## src/rtl/ls280_parity_pkg.sv

```systemverilog
// Shared types for the 9-bit parity block.
// Holds the word width and the bit-ordering type used to pack the a..i inputs.
package ls280_parity_pkg;

  localparam int PAR_W = 9;

  typedef logic [PAR_W-1:0] par_word_t;

endpackage

```

## src/rtl/ls280_parity_comb.sv

```systemverilog
// 9-input XOR tree producing odd/even parity; purely combinational, zero latency.
// Independent of clock and reset, so the outputs stay valid while the block is held in reset.
module parity9_comb
  import ls280_parity_pkg::*;
(
  input  par_word_t i_data,
  output logic      o_odd,
  output logic      o_even
);

  logic [3:0] w_l1;
  logic [1:0] w_l2;
  logic       w_l3;

  // Balanced pairing of bits 0..7; bit 8 (the parity bit when checking) joins last.
  assign w_l1[0] = i_data[0] ^ i_data[1];
  assign w_l1[1] = i_data[2] ^ i_data[3];
  assign w_l1[2] = i_data[4] ^ i_data[5];
  assign w_l1[3] = i_data[6] ^ i_data[7];
  assign w_l2[0] = w_l1[0] ^ w_l1[1];
  assign w_l2[1] = w_l1[2] ^ w_l1[3];
  assign w_l3    = w_l2[0] ^ w_l2[1];

  assign o_odd  = w_l3 ^ i_data[8];
  assign o_even = ~o_odd;

endmodule

```

## src/rtl/ls280_parity.sv

```systemverilog
// 74LS280-equivalent parity generator/checker: combinational odd/even plus a 1-cycle registered copy,
// a per-cycle mismatch flag and a saturating mismatch counter.
module ls280_parity
  import ls280_parity_pkg::*;
#(
  parameter int CNT_W = 8
) (
  input  logic             clk,
  input  logic             reset_n,
  input  logic             a,
  input  logic             b,
  input  logic             c,
  input  logic             d,
  input  logic             e,
  input  logic             f,
  input  logic             g,
  input  logic             h,
  input  logic             i,
  output logic             odd,
  output logic             even,
  input  logic             check_en,
  input  logic             exp_odd,
  output logic             odd_q,
  output logic             even_q,
  output logic             par_err,
  output logic [CNT_W-1:0] err_count
);

  localparam logic [CNT_W-1:0] CNT_ONE = {{(CNT_W-1){1'b0}}, 1'b1};
  localparam logic [CNT_W-1:0] CNT_MAX = {CNT_W{1'b1}};

  par_word_t        w_data;
  logic             w_odd;
  logic             w_even;
  logic             w_mismatch;

  logic             r_odd_q;
  logic             r_even_q;
  logic             r_par_err;
  logic [CNT_W-1:0] r_err_count;

  assign w_data = {i, h, g, f, e, d, c, b, a};

  parity9_comb u_comb (
    .i_data (w_data),
    .o_odd  (w_odd),
    .o_even (w_even)
  );

  assign odd  = w_odd;
  assign even = w_even;

  assign w_mismatch = check_en & (w_odd != exp_odd);

  // Reset values match what the all-zero input word would register.
  always_ff @(posedge clk) begin
    if (!reset_n) begin
      r_odd_q     <= 1'b0;
      r_even_q    <= 1'b1;
      r_par_err   <= 1'b0;
      r_err_count <= '0;
    end else begin
      r_odd_q   <= w_odd;
      r_even_q  <= w_even;
      r_par_err <= w_mismatch;
      if (w_mismatch && (r_err_count != CNT_MAX)) begin
        r_err_count <= r_err_count + CNT_ONE;
      end
    end
  end

  assign odd_q     = r_odd_q;
  assign even_q    = r_even_q;
  assign par_err   = r_par_err;
  assign err_count = r_err_count;

endmodule

```

## config.mk

```make
export PLATFORM = sky130hd
export DESIGN_NAME = ls280_parity
export DESIGN_NICKNAME = d
export VERILOG_FILES = /design/src/rtl/ls280_parity_pkg.sv /design/src/rtl/ls280_parity_comb.sv /design/src/rtl/ls280_parity.sv
export SDC_FILE = /design/constraint.sdc
export NUM_CORES = 1
export LEC_CHECK = 0
export ABC_AREA = 0
export ABC_CLOCK_PERIOD_IN_PS = 1700
export CAP_MARGIN = 10
export CORE_UTILIZATION = 39
export CTS_BUF_LIST = sky130_fd_sc_hd__clkbuf_4
export CTS_CLUSTER_DIAMETER = 30
export CTS_CLUSTER_SIZE = 14
export DETAILED_ROUTE_END_ITERATION = 12
export PLACE_DENSITY = 0.74
export SYNTH_ARGS = -nofsm -noshare
export SYNTH_HDL_FRONTEND = slang
export SYNTH_SLANG_ARGS = --single-unit
```

## constraint.sdc

```tcl
create_clock -name clk -period 1.7 [get_ports clk]
set_input_delay 0.17 -clock clk [delete_from_list [all_inputs] [get_ports clk]]
set_output_delay 0.17 -clock clk [all_outputs]
set_load 0.01 [all_outputs]
```

==> impl_results.md, run 1 <==
* Clock root cell: clkbuf_4
* Leakage power at 0.455 nW
* Area Growth Syn to Fin at 62.6%
* Status: finished, final reports clean
* Critical path class: input port to flip-flop
* Largest net degree at the start of global routing at 16
* Clock Skews at 0.00245 ns
* Vias in the first global route at 580
* Worst Setup End Kind: flip-flop
* Worst-Skew Late Latency at 0.26 ns
* Placed cells at 109
* Final hold vios at 0
* Crit-path max FO at 6
* Met1 Use GR at 17.4%
* Yosys Warn Count at 0
* PD cells at 912 nW/µm²
* Post-synth EDFFs at 0
* Die Span Y at 42.4 µm
* Routed Antenna Nets at 0
* Clock sink count at 11
* Final Cell Area at 1030 µm²
* WP data required at 1.90 ns
* Proportion of layout cells with a drive suffix above 1 at 30.7%
* FP Rows at 14
* Hold Startpoint: err_count[1]$_SDFFE_PN0P_
* Top FF cell, synth: dfxtp_1
* Post-route minimum period at 1.65 ns
* Layout filler cell count at 134
* VDD IR max at 0.619 mV
* # port buffers at 25
* RSZ-0062 raised after global routing: false
* Slew Viols, Final at 0
* Total number of vias at 614
* Total power at 943 µW
* Post-synthesis cell type count at 31
* Net count, final at 116
* Syn_nets at 80
* Final setup fails at 0
* Reg2Reg Depth at 6
* Top-level I/O count at 26
* Core box area at 1510 µm²
* Reg-to-reg critical path endpoint: err_count[3]$_SDFFE_PN0P_
* Met3 usage at 6.90%
* GRT Resource Usage Total at 17.9%
* Mapped Area at 636 µm²
* Critical R2R Launch: err_count[0]$_SDFFE_PN0P_
* Max-cap violation count at 0
* Post-DP HPWL at 1.08 mm
* Pre-Repair DR Iteration Count at 3
* Mapped Cells at 66
* WL/cell at 12.5 µm
* Avg Cell Area, Syn at 9.63 µm²
* Slew headroom at 68.2%
* Tcrit/Tclk final at 97.3%
* Post-DR vias/cell at 5.25
* CTS tree: built
* First-pass GRT wire length at 2.37 mm
* Crit path launch type: input port
* Overflow after GRT at 0
* Seq/Total Area, Yosys at 34.6%
* Max clock buf depth at 2
* Most used routing layer: met2
* Total CTS buffers at 3
* Worst path arrival time at 1.85 ns
* Total Wirelength at 1.46 mm
* Post-DP Area at 932 µm²
* R2R setup slack at 0.12 ns
* Starting Density at 42.2%
* Critical Path Source: i
* Worst slew pin tran at 0.475 ns
* Post-route insts no fill at 117
* Min-Delay Path Class: flip-flop to flip-flop
* Diodes inserted at 0
* Fmax achieved at 604 MHz
* Met2 Resource Use GR at 33.8%
* Routability congestion estimate at 0.817
* Initial antenna violation count at 0
* #FFs+latches synth at 11
* Die width at 42.4 µm
* H-Tree Depth at 1
* Residual DRC at 0
* Die ar. at 1800 µm²
* Hold buffer count at CTS at 0
* Clock transition at path regs at 0.07 ns
* Ys async rst share at 0%
* Setup crit end: err_count[7]$_SDFFE_PN0P_
* Initial DRC count at 8
-- worst min-delay path by stage --
| stage | end | slack [ns] | cells after the start |
|---|---|---|---|
| after floorplan | err_count[2]$_SDFFE_PN0P_ | 0.32 | 2 |
| after global placement | err_count[1]$_SDFFE_PN0P_ | 0.47 | 2 |
| after detailed placement | err_count[1]$_SDFFE_PN0P_ | 0.49 | 2 |
| after CTS | err_count[1]$_SDFFE_PN0P_ | 0.50 | 2 |
| after global routing | err_count[1]$_SDFFE_PN0P_ | 0.51 | 2 |
| final | err_count[1]$_SDFFE_PN0P_ | 0.50 | 2 |
-- layout by cell type, fill, tap and decap left out, drive strengths merged, types with 2 or more instances in the layout --
cell / count
nand2b: 4
nand4: 2
nand2: 10
clkbuf: 4
xnor2: 5
mux2i: 5
inv: 3
nor3b: 2
dfxtp: 11
dlygate4sd2: 3
and3: 2
clkdlybuf4s50: 15
buf: 14
xnor3: 2
nand3: 2
-- sequential cells by signal, indices dropped and copies added (netlist names) --
| name | cells |
|---|---|
| err_count | 8 |
| par_err | 1 |
| odd_q | 1 |
| even_q | 1 |
-- power by group --
| part | internal [mW] | total, mW | switching, mW |
|---|---|---|---|
| sequential | 0.285 | 0.300 | 0.0156 |
| clock | 0.107 | 0.189 | 0.0822 |
| combinational | 0.271 | 0.454 | 0.183 |
| total | 0.662 | 0.943 | 0.281 |
-- per-layer routing --
metal | vias up | part of all wire, %
met5 | - | 0
met4 | 0 | 0
met3 | 0 | 7.3
met2 | 23 | 53
met1 | 287 | 39
li1 | 304 | -
-- layout make-up --
class | instances | area, µm² | share of cell area, %
inverters | 3 | 11.3 | 1.09
flip-flops and latches | 11 | 220 | 21.3
well taps | 16 | 20.0 | 1.94
clock buffers | 4 | 30.0 | 2.91
repair buffers | 33 | 290 | 28.1
multi-input cells | 50 | 462 | 44.7
-- logic make-up (layout without fill, tap and decap cells) --
kind of cell,after synthesis,in the layout,synth area share (%)
and+or+nand+nor,30,30,27.6
DFF,11,11,34.6
xor gates and xnor gates,8,8,16.7
AOI/OAI and AO/OA,6,6,7.68
muxes,5,5,7.87
buffers and inverters,5,40,3.54
adders and majority gates,1,1,1.97
-- cell usage after synthesis, drive strengths merged (2+ instances only) --
cell    number  area [µm²]
xnor3        2        46.3
mux2i        5        50.1
nand3        2        10.0
nand2       10        37.5
and3         2        12.5
dfxtp       11         220
xnor2        5        51.3
nand4        2        12.5
nand2b       4        25.0
nor3b        2        15.0
inv          3        11.3
-- what timing repair did --
action,in CTS,in global routing
resized for setup,39,1
hold endpoints to repair,0,0
setup endpoints to repair,11,8
pin swaps,11,1
gates cloned,0,0
buffers inserted,4,0
-- critical path, cell delays in order --
cell and delay (ns):
buf_6 0.10, xnor2_2 0.13, xnor3_2 0.44, buf_6 0.13, xnor3_2 0.27, or4_1 0.48
a21boi_1 0.13
-- stage by stage --
stage | TNS [ns] | setup slack (ns) | utilization, % | hold slack, ns
2_1_floorplan | 0 | 0.0137 | - | 0.322
3_3_place_gp | -5.09 | -0.526 | 61.9 | 0.472
3_5_place_dp | -5.76 | -0.574 | 61.9 | 0.487
4_1_cts | -0.216 | -0.0825 | 69.0 | 0.498
5_1_grt | 0 | 0.00251 | 68.6 | 0.514
6_report | 0 | 0.0453 | 68.6 | 0.495
(Power assumes the default switching activity.)
==> run 2, diff against run 1 <==
--- a/config.mk
+++ b/config.mk
@@ -13,7 +13,8 @@
 export CTS_CLUSTER_DIAMETER = 30
 export CTS_CLUSTER_SIZE = 14
 export DETAILED_ROUTE_END_ITERATION = 12
-export PLACE_DENSITY = 0.74
+export PLACE_DENSITY = 0.81
+export SETUP_SLACK_MARGIN = 0.4
 export SYNTH_ARGS = -nofsm -noshare
 export SYNTH_HDL_FRONTEND = slang
 export SYNTH_SLANG_ARGS = --single-unit
==> run 2 against run 1 <==
- the flow now finishes with violations (negative setup slack)
- global-route usage up 2.2 points
- hold slack better by 0.00072 ns
- largest cell class unchanged
- power rose by 10%
- sequential share of layout area down 1.0 points
==> impl_results.md, run 2 (same netlist as run 1, synthesis figures left out) <==
* Crit path launch type: input port
* CP Cell Sequence: buf_2, xnor2_2, xnor3_2, buf_6, xnor3_2, buf_6, buf_6, nand4b_1, mux2i_1
* Largest delay share family, worst path: XOR/XNOR gates
* GRT Resource Usage Total at 20.0%
* Most frequent cells in the layout: buf_6 (11), dlygate4sd2_1 (10), nand2_1 (9)
* Sw Ratio at 31.1%
* WL/cell at 15.2 µm
* Total CTS buffers at 3
* Crit-path max FO at 5
* CTS tree: built
* Clock transition at path regs at 0.07 ns
* NetSw at 324 µW
* Post-route setup slack at -0.0119 ns
* Buf/Inv on CP at 4
* Initial antenna violation count at 0
* Critical Path Source: h
* Clock root cell: clkbuf_4
* Min-Delay Path Class: flip-flop to flip-flop
* Overflow after GRT at 0
* Worst-Skew Late Latency at 0.27 ns
* Tcrit/Tclk final at 101%
* Final hold vios at 0
* Critical R2R Launch: err_count[0]$_SDFFE_PN0P_
* RSZ-0062 raised after global routing: true
* Net count, final at 119
* First-pass GRT wire length at 2.70 mm
* Post-DR vias/cell at 5.35
* VDD IR max at 0.623 mV
* WP data required at 1.86 ns
* Clock Skews at 0.00425 ns
* FP Rows at 14
* Initial DRC count at 19
* Most used cell along the critical path: buf_6
* Routability congestion estimate at 0.767
* Clock sink count at 11
* Die ar. at 1800 µm²
* Final Cell Area at 1110 µm²
* Routed Antenna Nets at 0
* Gate power share at 52.5%
* Hold buffer count at CTS at 0
* Violated checks: negative setup slack
* Total power at 1.04 mW
* Slew headroom at 65.4%
* R2R setup slack at 0.14 ns
* Internal power at 717 µW
* Total number of vias at 642
* Die Span Y at 42.4 µm
* Fmax achieved at 584 MHz
* Total Wirelength at 1.82 mm
* Core box area at 1510 µm²
* Area Growth Syn to Fin at 74.6%
* Slew Viols, Final at 0
* Sequential cell fraction of total power at 28.7%
* Max reg flops at 8
* Most common cell after layout, fill and taps aside: buf_6
* Starting Density at 42.2%
* Max-cap violation count at 0
* Diodes inserted at 0
* Reg-to-reg critical path endpoint: err_count[1]$_SDFFE_PN0P_
* Worst Setup End Kind: flip-flop
* Reg2Reg Depth at 6
* Post-DP HPWL at 1.15 mm
* Largest net degree at the start of global routing at 16
* Slowest CP cell: xnor3_2
* Crit path depth at 9
* Worst slew pin tran at 0.518 ns
* Pre-Repair DR Iteration Count at 6
* Proportion of layout cells with a drive suffix above 1 at 44.2%
* Clock network power share at 18.9%
* Setup crit end: err_count[2]$_SDFFE_PN0P_
* PD cells at 938 nW/µm²
* Status: finished with violations
* Layout filler cell count at 102
* Worst path arrival time at 1.87 ns
* CP max stage delay at 0.38 ns
* Post-route minimum period at 1.71 ns
* Max clock buf depth at 2
* Leakage power at 0.556 nW
* Critical path class: input port to flip-flop
* H-Tree Depth at 1
* Final setup fails at 2
* Vias in the first global route at 617
* Residual DRC at 0
* # port buffers at 25
* Post-DP Area at 932 µm²
* Die width at 42.4 µm
* Top-level I/O count at 26
-- run 2: cell count changes in the layout (fill, tap and decap cells not counted), moves of 2 or more --
cell and delta:
dlymetal6s2s_1 +3, dfxtp_1 -4, clkdlybuf4s50_1 -11, dlygate4sd2_1 +7, buf_4 -2, buf_6 +8
dfxtp_2 +4
-- run 2: layer usage --
| layer | vias to the layer above | track usage, % | routed length, µm |
|---|---|---|---|
| met5 | - | 0 | 0 |
| met4 | 0 | 3.13 | 0 |
| met3 | 0 | 6.03 | 108 |
| met2 | 25 | 37.8 | 963 |
| met1 | 309 | 22.1 | 748 |
| li1 | 308 | - | - |
-- run 2: cell type report --
class                      count  area, µm²  share of cell area [%]
multi-input combinational     50        484                    43.6
timing repair buffer          36        339                    30.6
sequential                    11        225                    20.3
clock buffer                   4       30.0                    2.71
tap                           16       20.0                    1.80
inverter                       3       11.3                    1.01
-- run 2: metrics by stage --
stage	setup WS [ns]	instances	TNS [ns]	hold slack, ns	util [%]
floorplan	0.0608	66	0	0.322	-
global placement	-0.489	109	-4.86	0.476	61.9
detailed placement	-0.565	109	-5.69	0.485	61.9
CTS	-0.106	119	-0.561	0.494	68.9
global route	-0.0577	120	-0.275	0.515	73.7
finish	-0.0119	120	-0.0151	0.496	73.7
-- run 2: what timing repair did --
| action | in CTS | in global routing |
|---|---|---|
| gates resized for setup | 54 | 21 |
| buffers inserted | 6 | 1 |
| pin swaps | 11 | 9 |
| setup endpoints to repair | 22 | 15 |
-- run 2: worst min-delay path, delay by kind of cell, from the launching register on --
kind / cells / cell delay [ns]
and+or+nand+nor: 1 / 0.06
DFF: 1 / 0.35
muxes: 1 / 0.05
-- run 2: worst min path at each step --
stage,from,endpoint,slack [ns],depth (start not counted)
after floorplan,reset_n,err_count[2]$_SDFFE_PN0P_,0.32,2
after global placement,err_count[1]$_SDFFE_PN0P_,err_count[1]$_SDFFE_PN0P_,0.48,2
after detailed placement,err_count[1]$_SDFFE_PN0P_,err_count[1]$_SDFFE_PN0P_,0.49,2
after CTS,err_count[3]$_SDFFE_PN0P_,err_count[3]$_SDFFE_PN0P_,0.49,2
after global routing,err_count[3]$_SDFFE_PN0P_,err_count[3]$_SDFFE_PN0P_,0.52,2
final,err_count[3]$_SDFFE_PN0P_,err_count[3]$_SDFFE_PN0P_,0.50,2
-- run 2: power by group through the flow --
stage	logic (mW)	registers [mW]	clock network (mW)
after floorplan	0.178	0.318	0
after global placement	0.342	0.304	0
after detailed placement	0.353	0.306	0
after CTS	0.467	0.299	0.197
after global routing	0.572	0.301	0.209
final	0.546	0.298	0.197
